==> config.mk <==
export PLATFORM = sky130hd
export DESIGN_NAME = multicycle_control
export DESIGN_NICKNAME = d
export VERILOG_FILES = /design/src/rtl/multicycle_control.sv
export SDC_FILE = /design/constraint.sdc
export NUM_CORES = 1
export LEC_CHECK = 0
export BUFFER_PORTS_ARGS = -buffer_cell sky130_fd_sc_hd__buf_2
export CORE_MARGIN = 2
export CORE_UTILIZATION = 45
export DETAILED_ROUTE_END_ITERATION = 16
export PLACE_DENSITY = 0.7
export SYNTH_ARGS = -nofsm -noshare
export SYNTH_HDL_FRONTEND = slang
export SYNTH_SLANG_ARGS = --single-unit
==> constraint.sdc <==
create_clock -name clock -period 2.8 [get_ports clock]
set_clock_uncertainty 0.15 [all_clocks]
set_input_delay 0.28 -clock clock [delete_from_list [all_inputs] [get_ports clock]]
set_output_delay 0.28 -clock clock [all_outputs]
set_load 0.01 [all_outputs]
==> src/rtl/multicycle_control.sv <==
// multicycle_control: Moore sequencing FSM for the multi-cycle RV32I datapath
module multicycle_control (
  input  logic        clock,
  input  logic        reset,
  input  logic [6:0]  opcode,
  input  logic [2:0]  funct3,
  input  logic        zero,
  input  logic        memReady,
  output logic        pcWrite,
  output logic [1:0]  pcSrc,
  output logic        adrSrc,
  output logic        memRead,
  output logic        memWrite,
  output logic        irWrite,
  output logic        regWrite,
  output logic [1:0]  resultSrc,
  output logic [1:0]  aluSrcA,
  output logic [1:0]  aluSrcB,
  output logic [1:0]  aluOp,
  output logic        trap,
  output logic [3:0]  oState,
  output logic [31:0] oRetired
);
  typedef enum logic [3:0] {
    FETCH = 4'd0, DECODE = 4'd1, MEMADR = 4'd2, MEMREAD = 4'd3, MEMWB = 4'd4,
    MEMWRITE = 4'd5, EXEC = 4'd6, ALUWB = 4'd7, BRANCH = 4'd8, JAL = 4'd9,
    TRAP = 4'd15
  } state_t;
  localparam logic [6:0] OP_LW  = 7'b0000011;
  localparam logic [6:0] OP_SW  = 7'b0100011;
  localparam logic [6:0] OP_R   = 7'b0110011;
  localparam logic [6:0] OP_I   = 7'b0010011;
  localparam logic [6:0] OP_LUI = 7'b0110111;
  localparam logic [6:0] OP_BR  = 7'b1100011;
  localparam logic [6:0] OP_JAL = 7'b1101111;
  state_t state, next;
  logic retire;
  always_comb begin
    next = FETCH;
    case (state)
      FETCH:    next = memReady ? DECODE : FETCH;
      DECODE:   next = (opcode == OP_LW || opcode == OP_SW) ? MEMADR :
                       (opcode == OP_R || opcode == OP_I || opcode == OP_LUI) ? EXEC :
                       (opcode == OP_BR && funct3[2:1] == 2'b00) ? BRANCH :
                       (opcode == OP_JAL) ? JAL : TRAP;
      MEMADR:   next = (opcode == OP_LW) ? MEMREAD : MEMWRITE;
      MEMREAD:  next = memReady ? MEMWB : MEMREAD;
      MEMWRITE: next = memReady ? FETCH : MEMWRITE;
      EXEC:     next = ALUWB;
      TRAP:     next = TRAP;
      default:  next = FETCH;
    endcase
  end
  always_comb begin
    pcWrite   = 1'b0;
    pcSrc     = 2'b00;
    adrSrc    = 1'b0;
    memRead   = 1'b0;
    memWrite  = 1'b0;
    irWrite   = 1'b0;
    regWrite  = 1'b0;
    resultSrc = 2'b00;
    aluSrcA   = 2'b00;
    aluSrcB   = 2'b00;
    aluOp     = 2'b00;
    trap      = 1'b0;
    case (state)
      FETCH: begin
        memRead = 1'b1;
        aluSrcB = 2'b01;
        irWrite = memReady;
        pcWrite = memReady;
      end
      DECODE: begin
        aluSrcA = 2'b10;
        aluSrcB = 2'b10;
      end
      MEMADR: begin
        aluSrcA = 2'b01;
        aluSrcB = 2'b10;
      end
      MEMREAD: begin
        memRead = 1'b1;
        adrSrc  = 1'b1;
      end
      MEMWB: begin
        regWrite  = 1'b1;
        resultSrc = 2'b01;
      end
      MEMWRITE: begin
        memWrite = 1'b1;
        adrSrc   = 1'b1;
      end
      EXEC: begin
        aluSrcA = (opcode == OP_LUI) ? 2'b11 : 2'b01;
        aluSrcB = (opcode == OP_R) ? 2'b00 : 2'b10;
        aluOp   = (opcode == OP_LUI) ? 2'b00 : 2'b10;
      end
      ALUWB: regWrite = 1'b1;
      BRANCH: begin
        aluSrcA = 2'b01;
        aluOp   = 2'b01;
        pcSrc   = 2'b01;
        pcWrite = zero ^ funct3[0];
      end
      JAL: begin
        pcWrite   = 1'b1;
        pcSrc     = 2'b01;
        regWrite  = 1'b1;
        resultSrc = 2'b10;
      end
      TRAP: trap = 1'b1;
      default: ;
    endcase
  end
  // an instruction retires when its last state hands control back to FETCH
  assign retire = (next == FETCH) && (state inside {MEMWB, MEMWRITE, ALUWB, BRANCH, JAL});
  assign oState = state;
  always_ff @(posedge clock or posedge reset) begin
    if (reset) begin
      state    <= FETCH;
      oRetired <= '0;
    end else begin
      state <= next;
      if (retire) oRetired <= oRetired + 32'd1;
    end
  end
endmodule

After elaboration in Yosys (flattened, before gate mapping) --
Cells that the tools add are included.
Storage, ports and cells: bits in registers 36, bits in latches 0, memory bits (writable) 0, bits in read-only memories 0, word-level logic and storage cells 60, memories 0
Cells by class: $add $sub $neg 1, $mul 0, divide/modulo/power cells 0, $lt $le $gt $ge 0, eq/ne operators 17, shift-type cells 0, mux-type cells 24, bitwise operators 1, reduce and logical (&&, ||, !) cells 15
Operators by type and width (count):
- adder 32 x 1 -> 32 bit, second input constant | 1
- case mux 4 bit (7 select lines) | 1
- equality test 7 x 6 -> 1 bit, second input constant | 3
- equality test 4 x 3 -> 1 bit, second input constant | 4
- two-way mux 3 bit | 5
- equality test 7 bit, second input constant | 2
- equality test 4 bit, second input constant | 3
- case mux 2 bit (3 select lines) | 2
- OR reduction 2 bit | 5
- equality test 4 x 2 -> 1 bit, second input constant | 2
- zero test 4 bit | 2
- two-way mux 1 bit | 8
- two-way mux 4 bit | 2
- case mux 2 bit (2 select lines) | 2
- equality test 7 x 2 -> 1 bit, second input constant | 1
- equality test 7 x 5 -> 1 bit, second input constant | 1
- two-way mux 2 bit | 3
- nonzero test 5 bit | 1
- equality test 4 x 1 -> 1 bit, second input constant | 1
- logical OR 1 bit | 3
- case mux 1 bit (3 select lines) | 1
- OR reduction 3 bit | 1
- logical AND 1 bit | 2
- zero test 2 bit | 1
- XOR 1 bit | 1

Logic depth before layout (Yosys ltp) --
word-level depth 8, gate-level depth with buffers 7

Worst setup path after synthesis --
OpenSTA, ideal clock, no wires.
path type reg2out, start register state[2], in the netlist oState[2], end output pcWrite, arrival 1608 ps, required time 2370 ps, slack 762 ps, stages on the path, launching flop included 5, path through dfrtp_1 clkbuf_1 or2_2 nor4_1 nand2b_1
Between the ends: word-level cells in the longest chain between the ends 2
Ends and longest elaborated chain:
- start: declaration | RTL line 36 | state_t state, next;
- start signal: assignment | RTL line 124 | state <= next;
- equality test 4 bit or zero test 4 bit (tied branches) | RTL line 67 | case (state)
- case mux 1 bit (3 select lines) (*) | RTL line 67
- end: declaration | RTL line 9 | output logic pcWrite,
Mark *: on every way between the ends. The rest lies on a longest branch, timed or not.

Worst setup path in the final report --
start register state[1], in the netlist oState[1], end output aluOp[1]
Between the ends: word-level cells in the longest chain between the ends 2
Ends and longest elaborated chain:
- equality test 4 bit or equality test 4 x 3 -> 1 bit (tied branches) | RTL line 67
- case mux 2 bit (2 select lines) (*) | RTL line 67
- end: declaration | RTL line 19 | output logic [1:0] aluOp,
Marks and branches as above.

==> metrics.md <==
| Metric | Value |
|---|---|
| Part of the power in registers | `37.7%` |
| Final setup viols | `0` |
| TritonCTS Buffers | `5` |
| DRC viols | `0` |
| Yosys reg bits | `36` |
| Fraction of layout cells with a size suffix above 1 | `28.4%` |
| Via count | `1850` |
| # diodes | `0` |
| Grt ovf | `0` |
| Leak pwr | `1.20 nW` |
| Tcrit/Tclk final | `84.0%` |
| Top_reg_cell synth | `dfrtp_1` |
| Vias per Instance | `5.32` |
| Die Wd | `72.6 µm` |
| CTS sink cnt | `36` |
| Post-Syn Area | `2110 µm²` |
| PwrDens | `788 nW/µm²` |
| Ys async rst share | `100%` |
| Port Buf Inserts | `65` |
| Worst Path Max Fanout | `19` |
| Routed wire length | `4.62 mm` |
| Layout Cells excl Fill | `348` |
| Die Y | `72.6 µm` |
| CP startpoint kind | `register` |
| Family with the most delay on the worst path | `simple AND/OR/NAND/NOR gates` |
| Worst Path Arrival | `1.92 ns` |
| Tot GR Track Use | `18.1%` |
| Psw | `0.000861 W` |
| Warnings, synthesis | `0` |
| Slew Limit Fails | `0` |
| Fillcell total | `422` |
| Fmax | `425 MHz` |
| Buf/Inv on CP | `1` |
| Drt first pass iters | `5` |
| Initial antenna violation count | `0` |
| Sequential area share after synthesis | `42.6%` |
| Status | `finished, final reports clean` |
| Post-CTS Setup Bufs | `0` |
| Min Hold Slack | `0.265 ns` |
| Placeable Area | `4440 µm²` |
| Worst Setup End Kind | `primary output` |
| Reg2Reg Setup Slack | `0.60 ns` |
| Clk_lat worst skew | `0.28 ns` |
| Combinational power share | `44.0%` |
| Fin worst setup slack | `0.447 ns` |
| GPL Wtd Cong | `0.820` |
| EDFF count, synth | `0` |
| Placed insts | `339` |
| Switching part of the total | `42.8%` |
| Slew headroom | `58.6%` |
| Post-synth net total | `247` |
| Most frequent cells in the layout | `65 x buf_2, 36 x dfrtp_1, 25 x nor2_1, 24 x nand2_1, 22 x xor2_1` |
| CP peak stage delay | `0.72 ns` |
| Cells after synthesis | `232` |
| H-Tree Depth | `2` |
| Count of cell types in the netlist | `48` |
| Max IR drop VDD | `0.000316 V` |
| Clock transition at path regs | `0.06 ns` |
| Final Hold Viols | `0` |
| Worst slack at placement | `0.618 ns` |
| Area contributors post-synth | `dfrtp_1 43%, xor2_1 9.1%, xnor2_1 4.6%, nor2_1 4.4%, nand2_1 4.3%` |
| Hold-fix buffers at CTS | `1` |
| Most common cell after layout, fill and taps aside | `buf_2` |
| Root buffer cell | `clkbuf_8` |
| Synth-to-layout area growth | `20.7%` |
| Placement row count | `24` |
| Crit path cell chain | `nor2b_1 > nor3b_1 > buf_2` |
| Post-cts resize count | `0` |
| Period minus WS final | `2.35 ns` |
| Ports | `67` |
| Setup TNS | `0 ns` |
| Hold Path Class | `input pin to register` |
| Total Die Area | `5260 µm²` |
| Initial core utilization | `47.6%` |
| Clk buf depth | `2` |
| Util after Layout | `57.4%` |
| Placed wire-length estimate | `3.37 mm` |
| WL/cell | `13.3 µm` |
| Share of the synthesized area in the top cell type | `42.6%` |
| Vias in the first global route | `1624` |
| Final ANT Viol Nets | `0` |
| CP required | `2.37 ns` |
| Crit path kind | `register to primary output` |
| Int Power | `0.00115 W` |
| Unrepaired setup endpoints after global routing | `false` |
| Slew @ Worst Pin | `0.621 ns` |
| CTS tree | `done` |
| First-pass GRT wire length | `7.68 mm` |
| Dominant cell type by area after synthesis | `dfrtp_1` |
| DR iter-0 viols | `93` |
| Slowest cell on crit path | `dfrtp_1` |
| Avg Cell Area, Syn | `9.11 µm²` |
| Nets | `310` |
| Clk pwr share | `18.4%` |
| MaxCap Viol Count | `0` |
| Largest net degree at the start of global routing | `37` |
## metrics by stage
step	total power, W	cell area [µm²]
after floorplan	0.00140	2110
after global placement	0.00164	2450
after detailed placement	0.00165	2450
after CTS	0.00203	2550
after global routing	0.00218	2550
final	0.00201	2550
## sequential cells by signal (all words and copies together), names as in the netlist
signal and count:
oRetired 32, oState 4
## worst min-delay path, delay by kind of cell
family	cells	cell delay, ns
AOI/OAI and AO/OA	2	0.22
buffers and inverters	1	0.14
## kinds of logic after synthesis
logic type | count (synthesis) | share of synthesized area, %
AOI/OAI and AO/OA | 27 | 9.17
and+or+nand+nor | 115 | 29.3
xor gates and xnor gates | 33 | 13.7
adders and majority gates | 1 | 0.592
DFF | 36 | 42.6
other | 1 | 0.177
buffers and inverters | 19 | 4.44
## final cells by class
type	count	area (µm²)	share of cell area (%)
repair buffers	68	350	13.7
well taps	52	65.1	2.55
clock buffers	8	90.1	3.53
inverters	7	26.3	1.03
flip-flops and latches	36	901	35.3
multi-input cells	177	1120	43.9
## cells in the mapped netlist (4+ instances only)
cell type and instances:
a21oi_1 6, clkbuf_1 4, dfrtp_1 36, inv_1 7, nand2_1 24, nand2b_1 4
nand3_1 13, nand4_1 5, nor2_1 25, nor3_1 13, nor4_1 9, o21ai_0 5
xnor2_1 11, xor2_1 22
## layer usage
layer  part of all wire, %  vias up  global-route usage [%]  routed length (µm)
li1                      -      930                       -                   -
met1                    48      867                    26.3                2210
met2                    47       53                    27.5                2190
met3                   4.7        0                    4.86                 217
met4                     0        0                    3.70                   0
met5                     0        -                       0                   0
## power groups by stage
stage          Clock, W  Combinational, W  Sequential [W]
2_1_floorplan         0          0.000703        0.000702
3_3_place_gp          0          0.000876        0.000765
3_5_place_dp          0          0.000883        0.000765
4_1_cts        0.000381          0.000887        0.000757
5_1_grt        0.000410          0.000993        0.000782
6_report       0.000369          0.000884        0.000758
## path summary, 6_finish.rpt
path / from / to / cells after the start
min in group asynchronous: reset / oRetired[14] / 4
max reg2reg: oState[2] / oRetired[31] / 5
min: opcode[4] / oState[2] / 3
min reg2reg: oRetired[31] / oRetired[31] / 1
max: oState[1] / aluOp[1] / 3
max in group asynchronous: reset / oRetired[30] / 4
(Power assumes the default switching activity.)
